## config.mk

```make
export PLATFORM = sky130hd
export DESIGN_NAME = instr_fetch_unit
export DESIGN_NICKNAME = d
export VERILOG_FILES = /design/src/rtl/instr_fetch_unit.sv
export SDC_FILE = /design/constraint.sdc
export NUM_CORES = 1
export LEC_CHECK = 0
export CORE_MARGIN = 2
export CORE_UTILIZATION = 30
export CTS_CLUSTER_DIAMETER = 200
export CTS_CLUSTER_SIZE = 16
export DETAILED_ROUTE_END_ITERATION = 10
export GPL_TIMING_DRIVEN = 0
export SLEW_MARGIN = 10
export SYNTH_ARGS = -nofsm -noshare
export SYNTH_HDL_FRONTEND = slang
export SYNTH_SLANG_ARGS = --single-unit
```

## constraint.sdc

```tcl
create_clock -name i_Clk -period 1.9 [get_ports i_Clk]
set_input_delay 0.38 -clock i_Clk [delete_from_list [all_inputs] [get_ports i_Clk]]
set_output_delay 0.38 -clock i_Clk [all_outputs]
set_load 0.01 [all_outputs]
```

## src/rtl/instr_fetch_unit.sv

```systemverilog
// Fetch stage: owns the PC, reads program memory and presents words to the decoder.
// Optional fetch-timeout watchdog is built when FETCH_TIMEOUT_EN is defined.
module instr_fetch_unit #(
  parameter int PC_WIDTH       = 8,
  parameter int INSTR_WIDTH    = 9,
  parameter int RESET_VECTOR   = 0,
  parameter int TIMEOUT_CYCLES = 15
) (
  input  logic                   i_Clk,
  input  logic                   i_Reset,
  output logic [PC_WIDTH-1:0]    o_PM_Addr,
  output logic                   o_PM_Req,
  input  logic [INSTR_WIDTH-1:0] i_PM_Data,
  input  logic                   i_PM_Valid,
  input  logic                   i_Stall,
  input  logic                   i_Branch_Take,
  input  logic [PC_WIDTH-1:0]    i_Branch_Target,
  output logic [INSTR_WIDTH-1:0] o_Instruction,
  output logic                   o_Instr_Valid,
  output logic [PC_WIDTH-1:0]    o_PC,
  output logic                   o_Fetch_Err
);

  typedef enum logic [1:0] {
    IDLE,
    FETCH,
    HOLD
  } state_t;

  localparam logic [PC_WIDTH-1:0] PC_RST = PC_WIDTH'(RESET_VECTOR);
  localparam logic [PC_WIDTH-1:0] PC_ONE = PC_WIDTH'(1);

  state_t                 r_state;
  logic [PC_WIDTH-1:0]    r_pc;
  logic [PC_WIDTH-1:0]    r_opc;
  logic [INSTR_WIDTH-1:0] r_instr;
  logic                   r_valid;
  logic                   r_req;
  logic                   w_timeout;

`ifdef FETCH_TIMEOUT_EN
  localparam int CW = $clog2(TIMEOUT_CYCLES + 1);
  localparam logic [CW-1:0] CNT_LAST = CW'(TIMEOUT_CYCLES - 1);

  logic [CW-1:0] r_cnt;
  logic          r_err;

  assign w_timeout = (r_state == FETCH) && !i_PM_Valid
                     && (r_cnt == CNT_LAST);

  // Counter only runs while a request is left unanswered.
  always_ff @(posedge i_Clk or posedge i_Reset) begin
    if (i_Reset) begin
      r_cnt <= '0;
      r_err <= 1'b0;
    end else begin
      if (r_state != FETCH || i_Branch_Take
          || i_PM_Valid || w_timeout)
        r_cnt <= '0;
      else
        r_cnt <= r_cnt + CW'(1);
      if (w_timeout && !i_Branch_Take)
        r_err <= 1'b1;
    end
  end

  assign o_Fetch_Err = r_err;
`else
  assign w_timeout   = 1'b0;
  assign o_Fetch_Err = 1'b0;
`endif

  always_ff @(posedge i_Clk or posedge i_Reset) begin
    if (i_Reset) begin
      r_state <= IDLE;
      r_pc    <= PC_RST;
      r_opc   <= '0;
      r_instr <= '0;
      r_valid <= 1'b0;
      r_req   <= 1'b0;
    end else begin
      unique case (r_state)
        IDLE: begin
          r_state <= FETCH;
          r_req   <= 1'b1;
        end
        FETCH: begin
          if (i_Branch_Take) begin
            r_pc    <= i_Branch_Target;
            r_instr <= '0;
            r_valid <= 1'b0;
          end else if (i_PM_Valid) begin
            r_instr <= i_PM_Data;
            r_opc   <= r_pc;
            r_pc    <= r_pc + PC_ONE;
            r_valid <= 1'b1;
            r_req   <= 1'b0;
            r_state <= HOLD;
          end else if (w_timeout) begin
            r_instr <= '0;
            r_opc   <= r_pc;
            r_pc    <= r_pc + PC_ONE;
            r_valid <= 1'b1;
            r_req   <= 1'b0;
            r_state <= HOLD;
          end
        end
        HOLD: begin
          if (i_Branch_Take) begin
            r_pc    <= i_Branch_Target;
            r_instr <= '0;
            r_valid <= 1'b0;
            r_req   <= 1'b1;
            r_state <= FETCH;
          end else if (!i_Stall) begin
            r_valid <= 1'b0;
            r_req   <= 1'b1;
            r_state <= FETCH;
          end
        end
        default: begin
          r_state <= IDLE;
          r_req   <= 1'b0;
        end
      endcase
    end
  end

  assign o_PM_Addr     = r_pc;
  assign o_PM_Req      = r_req;
  assign o_Instruction = r_instr;
  assign o_Instr_Valid = r_valid;
  assign o_PC          = r_opc;

endmodule
```

**After elaboration in Yosys (flattened, before gate mapping)**

Index checks and enable logic that the tools add are counted.

- Bits of input ports: 22
- Register bits: 29
- Logic and storage cells: 44
- Output and inout bits: 28

- Eq/ne operators: 7
- $add $sub $neg: 1
- Multiplexer cells: 23
- Bitwise gates (word level): 1
- Reductions and logical operators: 6

Operator list:

| cell | number |
|---|---|
| 2-to-1 mux 9 bit | 3 |
| 2-to-1 mux 8 bit | 3 |
| one-hot mux 9 bit (2 select lines) | 1 |
| one-hot mux 8 bit (2 select lines) | 1 |
| AND reduction 3 bit | 4 |
| adder 8 x 1 -> 8 bit (second input constant) | 1 |
| 2-to-1 mux 1 bit | 8 |
| 2-to-1 mux 2 bit | 4 |
| inequality test 2 bit (second input constant) | 3 |
| inequality test 3 bit (second input constant) | 2 |
| one-hot mux 2 bit (3 select lines) | 1 |
| one-hot mux 1 bit (3 select lines) | 1 |
| equality test 2 x 1 -> 1 bit (second input constant) | 1 |
| equality test 2 bit (second input constant) | 1 |
| zero test 2 bit | 1 |
| one-hot mux 1 bit (2 select lines) | 1 |
| nonzero test 2 bit | 1 |
| inverter 1 bit | 1 |

**Longest topological paths before layout**

Gate-level depths: netlist of run 1.

- Depth in word-level cells: 4
- Depth in mapped cells: 6
- Depth with buffers taken out: 5

**Least setup slack after synthesis of run 1**

Ideal clock, no wire load.

- Path type: register -> register
- Start: register r_pc[0], in the netlist o_PM_Addr[0]
- End: register r_pc[4], in the netlist o_PM_Addr[4]
- Stages on the path, launching flop included: 6
- Buffers on the path: 0
- Path slack: 0.320 ns
- Library setup time: 0.121 ns
- Clock period less this slack: 1.580 ns
- Required time: 1.779 ns
- Arrival: 1.459 ns
- Path through: dfrtp_1 ha_1 nand3_1 or3_4 o22a_1 o22a_1

- Cells in the longest elaborated chain, start to end: 4

Ends and longest elaborated chain:

| what | RTL line | text |
|---|---|---|
| from (decl) | 34 | `logic [PC_WIDTH-1:0] r_pc;` |
| from (signal assigned) | 89 | `r_pc <= i_Branch_Target;` |
| from (signal assigned) | 95 | `r_pc <= r_pc + PC_ONE;` |
| from (signal assigned) | 102 | `r_pc <= r_pc + PC_ONE;` |
| adder 8 x 1 -> 8 bit | -- |  |
| 2-to-1 mux 8 bit | 92 | `end else if (i_PM_Valid) begin` |
| 2-to-1 mux 8 bit | 88 | `if (i_Branch_Take) begin` |
| one-hot mux 8 bit (2 select lines) | 82 | `unique case (r_state)` |

Every way passes these cells. The select of a mux whose other input is x is not followed.
A chain may end at the register's enable or synchronous reset.

**Worst setup path after layout of run 1**

- Start: register r_pc[0], in the netlist o_PM_Addr[0]
- End: output o_PM_Addr[0]

RTL lines:

| what | RTL line | text |
|---|---|---|
| to (decl) | 11 | `output logic [PC_WIDTH-1:0] o_PM_Addr,` |

No word-level cell between the ends.

==> results of run 1 <==
==> metrics by stage <==
step | setup TNS [ps] | utilization [%] | total power (W)
floorplan | 0 | - | 0.00134
global placement | -5610 | 43.9 | 0.00182
detailed placement | -5930 | 43.9 | 0.00184
CTS | 0 | 46.6 | 0.00236
global route | 0 | 47.0 | 0.00250
finish | 0 | 47.0 | 0.00235
==> power breakdown <==
| part | switching (W) | internal, W |
|---|---|---|
| combinational | 0.000359 | 0.000527 |
| clock | 0.000217 | 0.000286 |
| sequential | 0.000162 | 0.000799 |
| total | 0.000738 | 0.00161 |
==> cell usage after synthesis, drive strengths merged (3+ instances only) <==
cell type / number
dfrtp: 29
nand2: 19
nand3: 11
o21ai: 10
mux2: 9
a21oi: 8
buf: 7
nor2: 6
inv: 4
nor3: 3
o22a: 3
o2bb2ai: 3
==> worst max path at each step <==
stage,to,cells after the start,slack [ps]
2_1_floorplan,o_PM_Addr[4],5,320
3_3_place_gp,o_PM_Addr[5],5,-310
3_5_place_dp,o_PM_Addr[5],5,-320
4_1_cts,o_PM_Addr[5],5,7
5_1_grt,o_PM_Addr[4],5,90
6_report,o_PM_Addr[0],1,180
==> logic make-up (layout without fill, tap and decap cells) <==
logic type / after synthesis / count (layout) / share of synthesized area, %
and+or+nand+nor: 49 / 49 / 17.8
AOI/OAI and AO/OA: 35 / 35 / 16.9
adders and majority gates: 1 / 1 / 0.899
muxes: 9 / 9 / 7.28
other: 1 / 1 / 0.270
DFF: 29 / 29 / 52.2
buffers and inverters: 12 / 70 / 4.68
==> layer usage <==
metal / share of wire (%) / vias up / global-route usage, %
met5: 0 / - / 0
met3: 6.7 / 8 / 5.14
met2: 49 / 53 / 23.2
li1: - / 601 / -
met1: 42 / 625 / 17.3
met4: 2.3 / 0 / 7.34
==> final cells by class <==
type	instances	area, µm²
Multi-Input combinational cell	95	626
Buffer	8	52.6
Clock buffer	7	86.3
Fill cell	407	2340
Inverter	4	15.0
Tap cell	52	65.1
Sequential cell	29	726
Timing Repair Buffer	51	505
==> state kept, by name (all words and copies together), names as in the netlist <==
register,cells
o_Instr_Valid,1
o_Instruction,9
o_PC,8
o_PM_Addr,8
o_PM_Req,1
r_state,2
==> repair_timing <==
| action | in CTS | in global routing |
|---|---|---|
| setup endpoints to repair | 9 | 19 |
| cloned | 0 | 0 |
| hold buffers | 0 | 0 |
| setup buffers | 3 | 0 |
| hold endpoints to repair | 0 | 0 |
| pin swaps | 1 | 0 |
| gates resized for setup | 1 | 5 |
==> impl_metrics.json, run 1 <==
{
  "antenna_found_initial": 0,
  "async_reset_ff_share_pct": 100,
  "power.static_leakage_nw": 0.886,
  "yosysTopAreaCell": "dfrtp_1",
  "ant_nets": 0,
  "vdd_drop_max_v": 0.000466,
  "ys.flop_type": "dfrtp_1",
  "drive_above_1_share_pct": 16.0,
  "grt-ovfl-total": 0,
  "hold_class": "flip-flop to flip-flop",
  "cts_buffers": 5,
  "synth_area_leaders": "dfrtp_1, mux2_2, nand2_1",
  "vias": 1287,
  "wirelength_um": 3640,
  "grt_start_max_net_pins": 30,
  "slew_headroom_pct": 29.8,
  "wl_per_cell_um": 14.8,
  "port_buffers": 48,
  "timing.final.ws_setup_ps": 180,
  "cp_cell_sequence": "clkdlybuf4s50_1",
  "cts-root-buf": "clkbuf_8",
  "ys_ff_latch": 29,
  "post-place-cells": 236,
  "cp_top_family": "buffers and inverters",
  "setup_viol": 0,
  "hold_viol": 0,
  "cp.required_ps": 1520,
  "firstDrtPassIters": 4,
  "syn_nets": 159,
  "synth_area_um2": 1390,
  "whs_path_depth": 2,
  "crit_start": "o_PM_Addr[0]",
  "synth_cell_types": 36,
  "fp.dieW_um": 72.1,
  "reg2reg_depth": 5,
  "worstSkewPairLatency_ps": 280,
  "netlist_instances": 136,
  "power.density_nw_per_um2": 1130,
  "core.rowCount": 24,
  "start_util_pct": 31.5,
  "place_area_um2": 1940,
  "grt_pass1_vias": 1241,
  "yosysWarnings": 0,
  "max_stage_delay_ps": 590,
  "reg2reg_setup_slack_ps": 210,
  "synth_top_area_share_pct": 52.2,
  "grtUsageTotal_pct": 14.6,
  "period_minus_slack_ps": 1720,
  "worst_pin_slew_ps": 1050,
  "route.detailed.drc": 0,
  "period_share_pct": 90.6,
  "critPathBufInv": 1,
  "slew_viol_final": 0,
  "fmax_ghz": 0.581,
  "path_class": "flip-flop to output port",
  "final_common_cell": "clkdlybuf4s50_1",
  "pin_count": 50,
  "endpoint_kind": "output port",
  "die_h_um": 72.1,
  "synth_edf_count": 0,
  "worstReg2RegEnd": "o_PM_Addr[4]",
  "fin_nets": 217,
  "worstHoldStart": "o_Instruction[5]",
  "die-area_um2": 5200,
  "core_um2": 4410,
  "viasPerCell": 5.23,
  "pre_cts_ws_ps": -318,
  "syn_avg_cell_area_um2": 10.2,
  "initialDrtViolationCount": 42,
  "slowest_stage": "clkdlybuf4s50_1",
  "status": "finished, final reports clean",
  "ys_seq_area_share_pct": 52.2,
  "r2r_start": "o_PM_Addr[0]",
  "htreeDepth": 2,
  "cts.clk_slew.worst_paths_ps": 60,
  "rsz0062_at_grt": "no",
  "clkSinkCount": 29,
  "most-common-layout-cells": "clkdlybuf4s50_1, dfrtp_1, nand2_1",
  "grt_pass1_wl_um": 5820,
  "start_kind": "flip-flop",
  "place_hpwl_um": 2600,
  "diodes": 0,
  "critPathArrivalTime_ps": 1340,
  "fin_area_um2": 2080,
  "fin_cells": 246,
  "gp_congestion": 0.795,
  "syn_to_final_growth_pct": 49.2,
  "crit_fanout": 8,
  "tritoncts": "yes",
  "max-cap-violations": 0,
  "min_to": "o_Instruction[5]",
  "hold_slack_ps": 467,
  "cts_buffer_depth": 2,
  "skew_ps": 3.45
}
(Power assumes the default switching activity.)
==> run 2: changes to the inputs <==
- CAP_MARGIN: default -> 20
==> impl_metrics.json, run 2 (same netlist as run 1, synthesis figures left out) <==
{
  "drive_above_1_share_pct": 17.4,
  "grt_pass1_wl_um": 5940,
  "power_w": 0.00240,
  "busiest_layer": "met2",
  "fin_nets": 217,
  "r2r_start": "o_PM_Addr[0]",
  "core_um2": 4410,
  "grt_pass1_vias": 1219,
  "slowest_stage": "clkdlybuf4s50_1",
  "syn_to_final_growth_pct": 52.9,
  "utilization_pct": 48.2,
  "p_seq_share_pct": 39.9,
  "p_sw_w": 0.000746,
  "clkSinkCount": 29,
  "critPathBufInv": 1,
  "reg2reg_setup_slack_ps": 220,
  "skew_ps": 6.15,
  "multiInputGateArea_um2": 632,
  "crit_fanout": 8,
  "grtUsageMet1_pct": 19.1,
  "cts_buffers": 5,
  "grtUsageTotal_pct": 14.7,
  "seq_area_um2": 726,
  "power.density_nw_per_um2": 1130,
  "use_met3_pct": 2.92,
  "pwr-share-clk_pct": 22.9,
  "place_area_um2": 1960,
  "largest_reg_flops": 9,
  "vdd_drop_max_v": 0.000465,
  "worstSkewPairLatency_ps": 270,
  "htreeDepth": 2,
  "viasPerCell": 5.09,
  "power.internal_w": 0.00166,
  "hold_viol": 0,
  "hold_class": "input port to async pin",
  "grt-ovfl-total": 0,
  "worstReg2RegEnd": "o_PM_Addr[4]",
  "fin_setup_tns_ps": 0,
  "p_comb_share_pct": 37.1,
  "reg2reg_depth": 5,
  "wl_per_cell_um": 14.7,
  "core.rowCount": 24,
  "cp_cell_sequence": "clkdlybuf4s50_1",
  "most-common-layout-cells": "clkdlybuf4s50_1, dfrtp_1, nand2_1",
  "period_share_pct": 90.6,
  "fmax_ghz": 0.581,
  "switching_share_pct": 31.0,
  "path_depth": 1,
  "start_util_pct": 31.5,
  "gp_congestion": 0.795,
  "start_kind": "flip-flop",
  "ant_nets": 0,
  "diodes": 0,
  "rsz0062_at_grt": "no",
  "cts-root-buf": "clkbuf_8",
  "tritoncts": "yes",
  "num-fill-cells": 419,
  "final_common_cell": "clkdlybuf4s50_1",
  "place_hpwl_um": 2650,
  "setup_viol": 0,
  "use_met2_pct": 23.4,
  "endpoint_kind": "output port",
  "status": "finished, final reports clean",
  "initialDrtViolationCount": 48,
  "max_stage_delay_ps": 590,
  "firstDrtPassIters": 4,
  "slew_viol_final": 0,
  "port_buffers": 48,
  "cts.clk_slew.worst_paths_ps": 60,
  "fin_area_um2": 2130,
  "power.static_leakage_nw": 0.913,
  "endpoint": "o_PM_Addr[4]",
  "fp.dieW_um": 72.1,
  "wirelength_um": 3620,
  "cts_hold_buf": 0,
  "die-area_um2": 5200,
  "cp_top_family": "buffers and inverters",
  "max-cap-violations": 0,
  "crit_start": "o_PM_Addr[4]",
  "cts_buffer_depth": 2,
  "hold_slack_ps": 401,
  "period_minus_slack_ps": 1720,
  "die_h_um": 72.1,
  "critPathArrivalTime_ps": 1340,
  "pin_count": 50,
  "route.detailed.drc": 0,
  "grt_start_max_net_pins": 22,
  "path_class": "flip-flop to output port",
  "antenna_found_initial": 0,
  "vias": 1258,
  "cp.required_ps": 1520
}
==> run 2: worst min path at each step <==
stage / from / endpoint / slack, ps
final: i_Reset / o_PC[1] / 400
after global routing: i_Reset / o_PC[1] / 440
after CTS: i_Reset / o_PC[1] / 410
after detailed placement: o_Instruction[5] / o_Instruction[5] / 460
after global placement: o_Instruction[8] / o_Instruction[8] / 450
after floorplan: i_Reset / o_Instr_Valid / 460
==> run 2: per-layer routing <==
metal / vias to the layer above / share of wire [%]
met3: 5 / 3.7
met5: - / 0
met4: 0 / 1.4
met2: 29 / 51
li1: 603 / -
met1: 621 / 44
==> run 2: area by class of cell <==
class | instances | share of cell area (%)
plain buffers | 8 | 2.35
clock buffers | 7 | 4.53
clock inverters | 1 | 0.235
inverters | 4 | 0.706
multi-input cells | 95 | 29.7
flip-flops and latches | 29 | 34.1
well taps | 52 | 3.06
repair buffers | 51 | 25.3
==> run 2: power by group through the flow <==
stage	Clock [W]	Sequential [W]	Combinational (W)
CTS	0.000572	0.000960	0.000895
floorplan	0	0.00103	0.000310
finish	0.000551	0.000960	0.000893
detailed placement	0	0.000972	0.000877
global placement	0	0.000961	0.000859
global route	0.000600	0.000994	0.000963
==> run 2: timing repair <==
item                       CTS  global route
resized for setup            1             5
pin swaps                    1             0
setup buffers                2             0
setup endpoints to repair   10            21
==> run 2: stage by stage <==
step	std cells	setup WS, ps
6_report	247	180
5_1_grt	247	99.7
4_1_cts	247	10.9
3_5_place_dp	237	-318
3_3_place_gp	236	-314
2_1_floorplan	136	320
==> run 3: changes to the inputs <==
- DONT_BUFFER_PORTS: default -> 1
==> impl_metrics.json, run 3 (same netlist as run 1, synthesis figures left out) <==
{
  "status": "finished, final reports clean",
  "slew_viol_final": 0,
  "cts-root-buf": "clkbuf_8",
  "ant_nets": 0,
  "rsz0062_at_grt": "no",
  "place_hpwl_um": 2580,
  "firstDrtPassIters": 4,
  "clkSinkCount": 29,
  "die_h_um": 72.1,
  "fin_setup_tns_ps": 0,
  "start_kind": "flip-flop",
  "timing.final.ws_setup_ps": 136,
  "cts_buffer_depth": 2,
  "wl_per_cell_um": 17.4,
  "grt_start_max_net_pins": 17,
  "pre_cts_ws_ps": 169,
  "endpoint_kind": "flip-flop",
  "power.density_nw_per_um2": 1260,
  "fin_nets": 167,
  "vias": 1051,
  "die-area_um2": 5200,
  "most-common-layout-cells": "dfrtp_1, nand2_1, nand3_1",
  "start_util_pct": 31.5,
  "skew_ps": 12.0,
  "grt-ovfl-total": 0,
  "worstSkewPairLatency_ps": 290,
  "hold_viol": 0,
  "critPathArrivalTime_ps": 1940,
  "diodes": 0,
  "vdd_drop_max_v": 0.000430,
  "route.detailed.drc": 0,
  "seq_area_um2": 726,
  "hold_class": "input port to async pin",
  "core_um2": 4410,
  "syn_to_final_growth_pct": 13.6,
  "cts.clk_slew.worst_paths_ps": 70,
  "wirelength_um": 3430,
  "cts_buffers": 5,
  "worst_pin_slew_ps": 607,
  "num-fill-cells": 435,
  "fp.dieW_um": 72.1,
  "fmax_ghz": 0.567,
  "grt_pass1_vias": 1104,
  "period_minus_slack_ps": 1760,
  "multiInputGateArea_um2": 601,
  "viasPerCell": 5.34,
  "htreeDepth": 2,
  "pin_count": 50,
  "antenna_found_initial": 0,
  "max-cap-violations": 0,
  "period_share_pct": 92.8,
  "gp_congestion": 0.786,
  "grtUsageTotal_pct": 14.2,
  "initialDrtViolationCount": 38,
  "drive_above_1_share_pct": 20.0,
  "post-cts-setup-buffers": 0,
  "core.rowCount": 24,
  "final_common_cell": "dfrtp_1",
  "power.static_leakage_nw": 0.693,
  "setup_viol": 0,
  "cts_hold_buf": 0,
  "cts.repair.resized": 0,
  "slew_headroom_pct": 59.5,
  "tritoncts": "yes",
  "grt_pass1_wl_um": 5450,
  "path_class": "flip-flop to flip-flop",
  "crit_fanout": 7,
  "largest_reg_flops": 9,
  "port_buffers": 0,
  "cp.required_ps": 2080
}
==> run 3: changes by cell type in the layout (fill, tap and decap cells not counted), sizes merged <==
cell           delta
buf               -2
clkbuf            -1
clkdlybuf4s50    -47
clkinv            +1
dlymetal6s2s      -1
==> run 3: metrics by stage <==
stage | hold WS [ps] | power, W | cell area, µm² | util [%] | std cells
after CTS | 69.0 | 0.00201 | 1580 | 35.8 | 197
after detailed placement | 378 | 0.00147 | 1480 | 33.6 | 189
final | 48.2 | 0.00199 | 1580 | 35.8 | 197
after global placement | 514 | 0.00144 | 1460 | 33.0 | 188
after floorplan | 458 | 0.00134 | 1390 | - | 136
after global routing | 87.5 | 0.00212 | 1580 | 35.8 | 197
==> run 3: critical path: stages, from the launching register on <==
cell and delay (ps):
dfrtp_1 530, ha_1 240, nand3_1 140, or3_4 370
o22a_1 190, o22a_1 190
==> run 3: final timing paths <==
path | from | end | slack [ps] | cells after the start
worst max-delay path | o_PM_Addr[1] | o_PM_Addr[4] | 140 | 5
worst min-delay path | i_Reset | o_PC[6] | 50 | 1
worst max register to register | o_PM_Addr[1] | o_PM_Addr[4] | 140 | 5
worst min register to register | o_Instruction[6] | o_Instruction[6] | 550 | 2
max in group asynchronous | i_Reset | o_PM_Req | 1350 | 2
min in group i_Clk | i_Branch_Target[0] | o_PM_Addr[0] | 230 | 2
==> run 3: layout make-up <==
| cell class | instances | share of cell area, % |
|---|---|---|
| inverter | 4 | 0.950 |
| buffer | 8 | 3.17 |
| sequential | 29 | 45.9 |
| clock buffer | 6 | 5.23 |
| tap | 52 | 4.12 |
| clock inverter | 2 | 0.871 |
| multi-input combinational | 95 | 38.0 |
| timing repair buffer | 1 | 1.74 |
==> run 3: power breakdown <==
| part | internal (W) | total [W] | leakage [nW] | switching (W) |
|---|---|---|---|---|
| Sequential | 0.000798 | 0.00108 | 0.353 | 0.000280 |
| Clock | 0.000293 | 0.000535 | 0.0512 | 0.000242 |
| Combinational | 0.000190 | 0.000374 | 0.289 | 0.000185 |
| Total | 0.00128 | 0.00199 | 0.693 | 0.000707 |
==> run 3: metal layers <==
metal | share of wire (%) | track usage [%]
met5 | 0 | 0
met4 | 2.3 | 7.76
met3 | 7.4 | 6.25
met2 | 51 | 22.7
met1 | 39 | 15.7
